File: src/rtl/mc_pkg.sv
// Shared encodings for the multicycle control unit: FSM states, ISA opcode/funct
// fields, ALU control words and the ALU op class passed to the ALU decoder.
// Latency: n/a (constants and types only). Backpressure: n/a.
package mc_pkg;

    // FSM state encoding
    localparam logic [3:0] S_RESET   = 4'd0;
    localparam logic [3:0] S_FETCH   = 4'd1;
    localparam logic [3:0] S_DECODE  = 4'd2;
    localparam logic [3:0] S_MEMADR  = 4'd3;
    localparam logic [3:0] S_MEMRD   = 4'd4;
    localparam logic [3:0] S_MEMWB   = 4'd5;
    localparam logic [3:0] S_MEMWR   = 4'd6;
    localparam logic [3:0] S_EXECUTE = 4'd7;
    localparam logic [3:0] S_ALUWB   = 4'd8;
    localparam logic [3:0] S_BRANCH  = 4'd9;
    localparam logic [3:0] S_ADDIEX  = 4'd10;
    localparam logic [3:0] S_ADDIWB  = 4'd11;
    localparam logic [3:0] S_JUMP    = 4'd12;

    typedef enum logic [3:0] {
        ST_RESET   = S_RESET,
        ST_FETCH   = S_FETCH,
        ST_DECODE  = S_DECODE,
        ST_MEMADR  = S_MEMADR,
        ST_MEMRD   = S_MEMRD,
        ST_MEMWB   = S_MEMWB,
        ST_MEMWR   = S_MEMWR,
        ST_EXECUTE = S_EXECUTE,
        ST_ALUWB   = S_ALUWB,
        ST_BRANCH  = S_BRANCH,
        ST_ADDIEX  = S_ADDIEX,
        ST_ADDIWB  = S_ADDIWB,
        ST_JUMP    = S_JUMP
    } state_t;

    // Opcodes (IR[31:26])
    localparam logic [5:0] OP_RTYPE = 6'b000000;
    localparam logic [5:0] OP_LW    = 6'b100011;
    localparam logic [5:0] OP_SW    = 6'b101011;
    localparam logic [5:0] OP_BEQ   = 6'b000100;
    localparam logic [5:0] OP_ADDI  = 6'b001000;
    localparam logic [5:0] OP_J     = 6'b000010;

    // R-type funct codes (IR[5:0])
    localparam logic [5:0] F_ADD = 6'b100000;
    localparam logic [5:0] F_SUB = 6'b100010;
    localparam logic [5:0] F_AND = 6'b100100;
    localparam logic [5:0] F_OR  = 6'b100101;
    localparam logic [5:0] F_SLT = 6'b101010;

    // ALU control words
    localparam logic [2:0] ALU_ADD = 3'b010;
    localparam logic [2:0] ALU_SUB = 3'b110;
    localparam logic [2:0] ALU_AND = 3'b000;
    localparam logic [2:0] ALU_OR  = 3'b001;
    localparam logic [2:0] ALU_SLT = 3'b111;

    // ALU op class from the FSM to the ALU decoder
    typedef enum logic [1:0] {
        ALUOP_ADD   = 2'b00,
        ALUOP_SUB   = 2'b01,
        ALUOP_FUNCT = 2'b10
    } alu_op_t;

endpackage

File: src/rtl/alu_decoder.sv
// ALU decoder: maps op class + funct to the 3-bit ALU control word and flags funct legality.
// Latency: purely combinational, zero cycles.
// Backpressure: none; outputs follow inputs continuously.
//
// Ports:
//   i_alu_op        op class from the FSM (add / sub / decode funct)
//   i_funct         instruction funct field
//   o_alu_control   ALU operation select
//   o_funct_legal   funct is one of the supported R-type operations
module alu_decoder
    import mc_pkg::*;
(
    input  alu_op_t    i_alu_op,
    input  logic [5:0] i_funct,
    output logic [2:0] o_alu_control,
    output logic       o_funct_legal
);

    logic [2:0] w_funct_ctrl;

    // Legality depends on funct alone so DECODE can check it while the class is still "add".
    always_comb begin
        w_funct_ctrl  = ALU_ADD;
        o_funct_legal = 1'b1;
        case (i_funct)
            F_ADD:   w_funct_ctrl = ALU_ADD;
            F_SUB:   w_funct_ctrl = ALU_SUB;
            F_AND:   w_funct_ctrl = ALU_AND;
            F_OR:    w_funct_ctrl = ALU_OR;
            F_SLT:   w_funct_ctrl = ALU_SLT;
            default: o_funct_legal = 1'b0;
        endcase
    end

    always_comb begin
        o_alu_control = ALU_ADD;
        case (i_alu_op)
            ALUOP_ADD:   o_alu_control = ALU_ADD;
            ALUOP_SUB:   o_alu_control = ALU_SUB;
            ALUOP_FUNCT: o_alu_control = w_funct_ctrl;
            default:     o_alu_control = ALU_ADD;
        endcase
    end

endmodule

File: src/rtl/mc_control.sv
// Multicycle control FSM: sequences fetch/decode/execute/memory/writeback and drives datapath controls.
// Latency: Moore outputs valid in the state's own cycle; CPI lw 5, sw/R/addi 4, beq/j 3, illegal 2.
// Backpressure: none; advances one state per clock, async reset aborts any instruction.
//
// Ports:
//   clk, reset_n          clock, asynchronous active-low reset
//   opcode, funct, zero   IR fields (used in DECODE/EXECUTE) and ALU zero flag (BRANCH)
//   alu_control, alu_src_a, alu_src_b, pc_src, iord, reg_dst, mem_to_reg   datapath selects
//   ir_write, mem_write, reg_write, pc_en   write strobes / PC enable
//   illegal               pulse in DECODE for an unsupported opcode or funct
module mc_control
    import mc_pkg::*;
(
    input  logic       clk,
    input  logic       reset_n,
    input  logic [5:0] opcode,
    input  logic [5:0] funct,
    input  logic       zero,
    output logic [2:0] alu_control,
    output logic       alu_src_a,
    output logic [1:0] alu_src_b,
    output logic [1:0] pc_src,
    output logic       iord,
    output logic       ir_write,
    output logic       mem_write,
    output logic       reg_write,
    output logic       reg_dst,
    output logic       mem_to_reg,
    output logic       pc_en,
    output logic       illegal
);

    state_t     r_state;
    state_t     w_next;
    logic       r_is_lw;        // lw vs sw, captured in DECODE so MEMADR need not look at opcode
    alu_op_t    w_alu_op;
    logic       w_alu_en;       // ALU control is driven only in states that use the ALU
    logic       w_pc_write;
    logic       w_branch;
    logic [2:0] w_dec_ctrl;
    logic       w_funct_legal;

    alu_decoder u_alu_decoder (
        .i_alu_op      (w_alu_op),
        .i_funct       (funct),
        .o_alu_control (w_dec_ctrl),
        .o_funct_legal (w_funct_legal)
    );

    always_ff @(posedge clk or negedge reset_n) begin
        if (!reset_n) begin
            r_state <= ST_RESET;
            r_is_lw <= 1'b0;
        end else begin
            r_state <= w_next;
            if (r_state == ST_DECODE) begin
                r_is_lw <= (opcode == OP_LW);
            end
        end
    end

    always_comb begin
        w_next     = ST_RESET;
        w_alu_op   = ALUOP_ADD;
        w_alu_en   = 1'b0;
        w_pc_write = 1'b0;
        w_branch   = 1'b0;
        alu_src_a  = 1'b0;
        alu_src_b  = 2'b00;
        pc_src     = 2'b00;
        iord       = 1'b0;
        ir_write   = 1'b0;
        mem_write  = 1'b0;
        reg_write  = 1'b0;
        reg_dst    = 1'b0;
        mem_to_reg = 1'b0;
        illegal    = 1'b0;
        case (r_state)
            ST_RESET: begin
                w_next = ST_FETCH;
            end
            ST_FETCH: begin
                w_next     = ST_DECODE;
                alu_src_b  = 2'b01;
                w_alu_en   = 1'b1;
                ir_write   = 1'b1;
                w_pc_write = 1'b1;
            end
            ST_DECODE: begin
                alu_src_b = 2'b11;
                w_alu_en  = 1'b1;
                case (opcode)
                    OP_LW, OP_SW: w_next = ST_MEMADR;
                    OP_BEQ:       w_next = ST_BRANCH;
                    OP_ADDI:      w_next = ST_ADDIEX;
                    OP_J:         w_next = ST_JUMP;
                    OP_RTYPE: begin
                        if (w_funct_legal) begin
                            w_next = ST_EXECUTE;
                        end else begin
                            w_next  = ST_FETCH;
                            illegal = 1'b1;
                        end
                    end
                    default: begin
                        w_next  = ST_FETCH;
                        illegal = 1'b1;
                    end
                endcase
            end
            ST_MEMADR: begin
                w_next    = r_is_lw ? ST_MEMRD : ST_MEMWR;
                alu_src_a = 1'b1;
                alu_src_b = 2'b10;
                w_alu_en  = 1'b1;
            end
            ST_MEMRD: begin
                w_next = ST_MEMWB;
                iord   = 1'b1;
            end
            ST_MEMWB: begin
                w_next     = ST_FETCH;
                mem_to_reg = 1'b1;
                reg_write  = 1'b1;
            end
            ST_MEMWR: begin
                w_next    = ST_FETCH;
                iord      = 1'b1;
                mem_write = 1'b1;
            end
            ST_EXECUTE: begin
                w_next    = ST_ALUWB;
                alu_src_a = 1'b1;
                alu_src_b = 2'b00;
                w_alu_op  = ALUOP_FUNCT;
                w_alu_en  = 1'b1;
            end
            ST_ALUWB: begin
                w_next    = ST_FETCH;
                reg_dst   = 1'b1;
                reg_write = 1'b1;
            end
            ST_BRANCH: begin
                w_next    = ST_FETCH;
                alu_src_a = 1'b1;
                w_alu_op  = ALUOP_SUB;
                w_alu_en  = 1'b1;
                pc_src    = 2'b01;
                w_branch  = 1'b1;
            end
            ST_ADDIEX: begin
                w_next    = ST_ADDIWB;
                alu_src_a = 1'b1;
                alu_src_b = 2'b10;
                w_alu_en  = 1'b1;
            end
            ST_ADDIWB: begin
                w_next    = ST_FETCH;
                reg_write = 1'b1;
            end
            ST_JUMP: begin
                w_next     = ST_FETCH;
                pc_src     = 2'b10;
                w_pc_write = 1'b1;
            end
            default: begin
                w_next = ST_RESET;
            end
        endcase
    end

    // Non-ALU states leave the control word at 000 rather than a stale op.
    assign alu_control = w_alu_en ? w_dec_ctrl : 3'b000;
    // zero must settle within the BRANCH cycle for the conditional PC update.
    assign pc_en       = w_pc_write | (w_branch & zero);

endmodule

File: config.mk
export PLATFORM = sky130hd
export DESIGN_NAME = mc_control
export DESIGN_NICKNAME = d
export VERILOG_FILES = /design/src/rtl/mc_pkg.sv /design/src/rtl/alu_decoder.sv /design/src/rtl/mc_control.sv
export SDC_FILE = /design/constraint.sdc
export NUM_CORES = 1
export LEC_CHECK = 0
export BUFFER_PORTS_ARGS = -buffer_cell sky130_fd_sc_hd__buf_2
export CORE_ASPECT_RATIO = 1.1
export CORE_MARGIN = 2
export CORE_UTILIZATION = 41
export CTS_CLUSTER_SIZE = 25
export DETAILED_ROUTE_END_ITERATION = 12
export HOLD_SLACK_MARGIN = 0.03
export PLACE_DENSITY = 0.74
export SYNTH_ARGS = -nofsm -noshare
export SYNTH_HDL_FRONTEND = slang
export SYNTH_SLANG_ARGS = --single-unit
File: constraint.sdc
create_clock -name clk -period 2.35 [get_ports clk]
set_clock_uncertainty 0.05 [all_clocks]
set_input_delay 0.3525 -clock clk [delete_from_list [all_inputs] [get_ports clk]]
set_output_delay 0.3525 -clock clk [all_outputs]
set_load 0.02 [all_outputs]
==> results of run 1 <==
synth_stat cells (all sizes together) (2+ instances only):
cell,number,share of area (%)
mux2i,2,2.9
clkbuf,4,2.2
inv,5,2.7
nor2b,5,4.5
or4,2,2.2
buf,4,4.2
nand2b,5,4.5
nand3,3,2.2
ha,2,3.6
a21oi,6,4.3
dfrtp,5,18
nor3,5,3.6
o22ai,3,3.6
nand2,9,4.9
o21a,2,2.2
nor3b,2,2.2
nor2,12,6.5
cells in the final DEF, fill, tap and decap left out, types with 2 or more instances in the layout:
cell type	Yosys	layout
inv_1	5	4
nand3_1	3	2
a21oi_1	6	6
nor2_1	12	9
dfrtp_1	5	4
clkbuf_4	0	3
ha_4	0	2
nand2b_1	5	4
nand2_1	9	7
o22ai_1	2	2
or4_1	2	2
nand2_4	0	2
nor3b_1	2	2
o21a_1	2	2
buf_2	2	28
mux2i_1	2	2
nor3_1	5	5
nor2_4	0	2
nor2b_1	5	4
buf_4	1	16
worst max-delay path: cells and delay by family, from the launching register on:
kind / cells / cell delay (ps)
buffers and inverters: 2 / 320
DFF: 1 / 410
AOI/OAI and AO/OA: 1 / 340
adders and majority gates: 1 / 230
and+or+nand+nor: 3 / 410
registers in the layout (all words and copies together) (netlist names):
name     flops
r_is_lw      1
r_state      4
power groups by stage:
stage | combinational, W | clock (W) | sequential [W]
5_1_grt | 0.000949 | 0.000109 | 0.000159
6_report | 0.000879 | 0.000100 | 0.000156
4_1_cts | 0.000791 | 0.000102 | 0.000148
3_5_place_dp | 0.000736 | 0 | 0.000149
2_1_floorplan | 0.000516 | 0 | 0.000131
3_3_place_gp | 0.000728 | 0 | 0.000149
stage by stage:
step                      util [%]  cell area [um^2]  std cells  setup slack, ps  setup TNS [ps]
after floorplan                  -               707         96             19.5               0
after global placement        56.6               892        143              101               0
after detailed placement      56.6               892        143            -6.87           -6.87
after CTS                     64.8              1020        153            -30.6           -30.6
after global routing          69.1              1090        155            -79.7            -181
final                         69.1              1090        155            -1.00           -1.00
final cells by class:
type / instances / share of cell area [%]
Inverter: 5 / 1.72
Timing Repair Buffer: 46 / 25.8
Sequential cell: 5 / 11.6
Multi-Input combinational cell: 78 / 56.5
Tap cell: 17 / 1.95
Clock buffer: 4 / 2.41
worst paths after layout:
| kind | end | cells past startpoint |
|---|---|---|
| min in group clk | r_state[1] | 4 |
| hold / removal | r_state[0] | 2 |
| max in group asynchronous | r_state[3] | 2 |
| setup reg to reg | r_state[2] | 6 |
| hold reg to reg | r_is_lw | 1 |
| setup / recovery | alu_control[1] | 7 |
cells by family after synthesis:
family                     Yosys count  synth area share [%]
and+or+nand+nor                     49                  38.5
AOI/OAI and AO/OA                   23                  25.1
buffers and inverters               13                  9.04
DFF                                  5                  18.1
adders and majority gates            3                  5.06
muxes                                2                  2.89
xor gates and xnor gates             1                  1.27
what timing repair did:
action,4_1_cts,5_1_grt
hold buffers,1,0
pin swaps,4,5
buffers inserted,5,2
endpoints found under the hold margin,5,0
setup endpoints to repair,3,3
resized for setup,14,11
layer usage:
layer,share of wire [%],routed length (um)
met1,39,867
met3,3.9,88
met2,57,1270
met4,0.85,19
met5,0,0
==> reports/results.tsv, run 1 <==
metric	value	unit
worst vdd ir	0.781	mV
ys async rst share	100	%
part of the power in registers	13.7	%
P&R area growth vs syn	57.5	%
sequential share of the synthesized area	18.1	%
syn_nets	113	
routed wire length per instance	14.5	um
GPL Wtd Cong	0.823	
crit path max-delay cell type	dfrtp_1	
syn avg cell area	7.21	um^2
Syn. warnings	0	
clock root cell	clkbuf_4	
starting density of the core	43.9	%
Layout fillers	130	
worst r2r src	r_state[3]	
Mapped Cells	96	
share of cells above drive strength 1	48.6	%
Die H	47.1	um
DR iter-0 viols	15	
Final setup viols	1	
Final period util	100	%
GR Util met2	39.7	%
drt pass-1 iters	4	
fin crit period	2350	ps
H-tree levels	1	
pin count of the biggest net entering global routing	12	
drt total wl	2240	um
HP Class	input pin to async pin	
Final Hold Vio Count	0	
latest clock arrival within the worst-skew pair	240	ps
EDFF count, synth	0	
switching part of the total power	50.2	%
critical path required time	1950	ps
FF+latch area	126	um^2
Pwr per Cell Area	1040	nW/um^2
CTS tree	yes	
Yosys cell types	40	
Clk pwr share	8.8	%
startpoint types	register	
#FFs+latches synth	5	
post-route setup slack	-1.00	ps
die area	2030	um^2
Slew Viols, Final	0	
Clock Path Buffers	2	
DRC viols	0	
Post-Syn Area	692	um^2
io pins	31	
multi-input gate area in the final layout	616	um^2
Pwr Total	0.00114	W
outcome	finished, violations left	
Max-cap violations	0	
vias in the first global route	765	
Pleak	0.500	nW
die width	43.2	um
Data arrival, critical path	1950	ps
antenna cells	0	
row count	15	
WS Path Type	register to output port	
gr ovfl total	0	
met3 usage	3.08	%
Max Clk Rate	425	MHz
failing checks	setup timing	
Int Pwr	0.000565	W
crit-path max cell delay	410	ps
largest fanout on the critical path	5	
initial antenna violation count	0	
ys flop type	dfrtp_1	
Min Hold Slack	408	ps
dpl hpwl	1510	um
Slew @ Worst Pin	326	ps
busiest grt layer	met2	
number of port buffers	30	
crit path cell chain	nand2b_4 > buf_4 > nor2_2 > ha_4 > a2111oi_2 > nor2_1 > buf_2	
global-route wire length before repair	3260	um
RSZ-0062 raised after global routing	yes	
Core ar.	1580	um^2
worst rel slew slack	78.2	%
CTS sink count	5	
via count	885	
Comb pwr share	77.5	%
# nets final	156	
number of buffers created by CTS	3	
crit path from	r_state[2]	
Antenna Nets Post-Route	0	
R2R setup slack	470	ps
met1 usage	24.7	%
DR vias/cell	5.71	
GRT Total Usage	21.5	%
Clock transition at path regs	40	ps
net switching power	0.000570	W
endpoint type of the worst setup path	output port	
No activity file was read; power rests on OpenSTA's default activity.
==> inputs of run 2 (changes only) <==
--- a/config.mk
+++ b/config.mk
@@ -16,3 +16,4 @@
 export SYNTH_ARGS = -nofsm -noshare
 export SYNTH_HDL_FRONTEND = slang
 export SYNTH_SLANG_ARGS = --single-unit
+export TNS_END_PERCENT = 50
==> reports/results.tsv, run 2 (synthesized netlist as in run 1, its figures left out) <==
metric	value	unit	change
routed wl met3	88	um	unchanged
routed wire length per instance	14.5	um	unchanged
Comb pwr share	77.5	%	about the same
CTS tree	yes		
wire length on met1	867	um	unchanged
Max Clk Rate	425	MHz	unchanged
Max-cap violations	0		unchanged
die area	2030	um^2	unchanged
gr ovfl total	0		unchanged
critical path required time	1950	ps	about the same
Pwr per Cell Area	1040	nW/um^2	unchanged
DR vias/cell	5.71		unchanged
dpl hpwl	1510	um	unchanged
R2R setup slack	470	ps	about the same
crit path from	r_state[2]		
Top Registers	r_state: 4 flops, r_is_lw: 1 flops		
starting density of the core	43.9	%	unchanged
reg2reg end	r_state[2]		
Die H	47.1	um	unchanged
net switching power	0.000570	W	unchanged
worst rel slew slack	78.2	%	unchanged
Core ar.	1580	um^2	unchanged
via count	885		unchanged
P&R area growth vs syn	57.5	%	unchanged
failing checks	setup timing		
DRC viols	0		unchanged
highest routed metal layer	met4		
io pins	31		unchanged
Pleak	0.500	nW	unchanged
antenna cells	0		unchanged
drt pass-1 iters	4		unchanged
Largest Register	r_state		
worst vdd ir	0.781	mV	unchanged
post-route setup slack	-1.00	ps	unchanged
part of the power in registers	13.7	%	about the same
RSZ-0062 raised after global routing	yes		
met2 wire length	1270	um	unchanged
fin crit period	2350	ps	unchanged
worst r2r src	r_state[3]		
Data arrival, critical path	1950	ps	about the same
multi-input gate area in the final layout	616	um^2	unchanged
GRT Total Usage	21.5	%	unchanged
H-tree levels	1		unchanged
HP Class	input pin to async pin		
final core occ	69.1	%	unchanged
share of cells above drive strength 1	48.6	%	unchanged
row count	15		unchanged
Final setup viols	1		unchanged
GPL Wtd Cong	0.823		unchanged
latest clock arrival within the worst-skew pair	240	ps	about the same
pin count of the biggest net entering global routing	12		unchanged
number of flip-flops under the largest register name	4		unchanged
Layout fillers	130		unchanged
worst reg2reg path depth	6		unchanged
global-route wire length before repair	3260	um	unchanged
# nets final	156		unchanged
switching part of the total power	50.2	%	unchanged
vias in the first global route	765		unchanged
CTS sink count	5		unchanged
die width	43.2	um	unchanged
number of buffers created by CTS	3		unchanged
FF+latch area	126	um^2	unchanged
most common cell after layout, fill and taps aside	buf_2		
drt total wl	2240	um	unchanged
Slew Viols, Final	0		unchanged
clock root cell	clkbuf_4		
Int Pwr	0.000565	W	unchanged
Antenna Nets Post-Route	0		unchanged
Final period util	100	%	unchanged
Clk pwr share	8.8	%	about the same
outcome	finished, violations left		
WS Path Type	register to output port		
Slew @ Worst Pin	326	ps	unchanged
Final Hold Vio Count	0		unchanged
number of port buffers	30		unchanged
most frequent cells in the layout	28 x buf_2, 16 x buf_4, 9 x nor2_1, 7 x nand2_1, 6 x a21oi_1		
largest fanout on the critical path	5		unchanged
startpoint types	register		
pre-CTS setup slack	-6.87	ps	unchanged
endpoint type of the worst setup path	output port		
initial antenna violation count	0		unchanged
DR iter-0 viols	15		unchanged
Clock transition at path regs	40	ps	about the same
Clock Path Buffers	2		unchanged
==> run 2: cell type report <==
| type | instances | share of cell area [%] |
|---|---|---|
| multi-input cells | 78 | 56.5 |
| repair buffers | 46 | 25.8 |
| flip-flops and latches | 5 | 11.6 |
| clock buffers | 4 | 2.41 |
| well taps | 17 | 1.95 |
| inverters | 5 | 1.72 |
==> run 2: worst max path at each step <==
stage | to | slack, ps
final | alu_control[1] | -1
after CTS | alu_control[0] | -30
after global routing | alu_control[0] | -80
after floorplan | alu_control[0] | 20
after global placement | alu_control[0] | 100
after detailed placement | alu_control[0] | -7
==> run 2: what timing repair did <==
item / 4_1_cts / 5_1_grt
endpoints found under the hold margin: 5 / 0
gates resized for setup: 14 / 11
gates cloned: 0 / 0
pin swaps: 4 / 5
setup endpoints to repair: 3 / 3
buffers inserted: 5 / 2
hold buffers: 1 / 0
==> run 2: power by group through the flow <==
| stage | sequential, W | combinational [W] | clock [W] |
|---|---|---|---|
| 2_1_floorplan | 0.000131 | 0.000516 | 0 |
| 3_3_place_gp | 0.000149 | 0.000728 | 0 |
| 3_5_place_dp | 0.000149 | 0.000736 | 0 |
| 4_1_cts | 0.000148 | 0.000791 | 0.000102 |
| 5_1_grt | 0.000159 | 0.000949 | 0.000109 |
| 6_report | 0.000156 | 0.000879 | 0.000100 |
==> run 2: per-stage QoR <==
step	power, W	setup TNS (ps)	cell area (um^2)	hold WS [ps]	cells
floorplan	0.000647	0	707	6.91	96
CTS	0.00104	-30.6	1020	398	153
global route	0.00122	-181	1090	405	155
finish	0.00114	-1.00	1090	408	155
global placement	0.000877	0	892	121	143
detailed placement	0.000885	-6.87	892	121	143
==> run 2: layer usage <==
| metal | track usage, % | vias up |
|---|---|---|
| li1 | - | 437 |
| met1 | 24.7 | 420 |
| met4 | 10.3 | 0 |
| met5 | 0 | - |
| met3 | 3.08 | 2 |
| met2 | 39.7 | 26 |
==> run 2: critical path: stages, from the launching register on <==
cell       delay (ps)
dfrtp_1           410
nand2b_4          170
buf_4             160
nor2_2            170
ha_4              230
a2111oi_2         340
nor2_1             70
buf_2             160
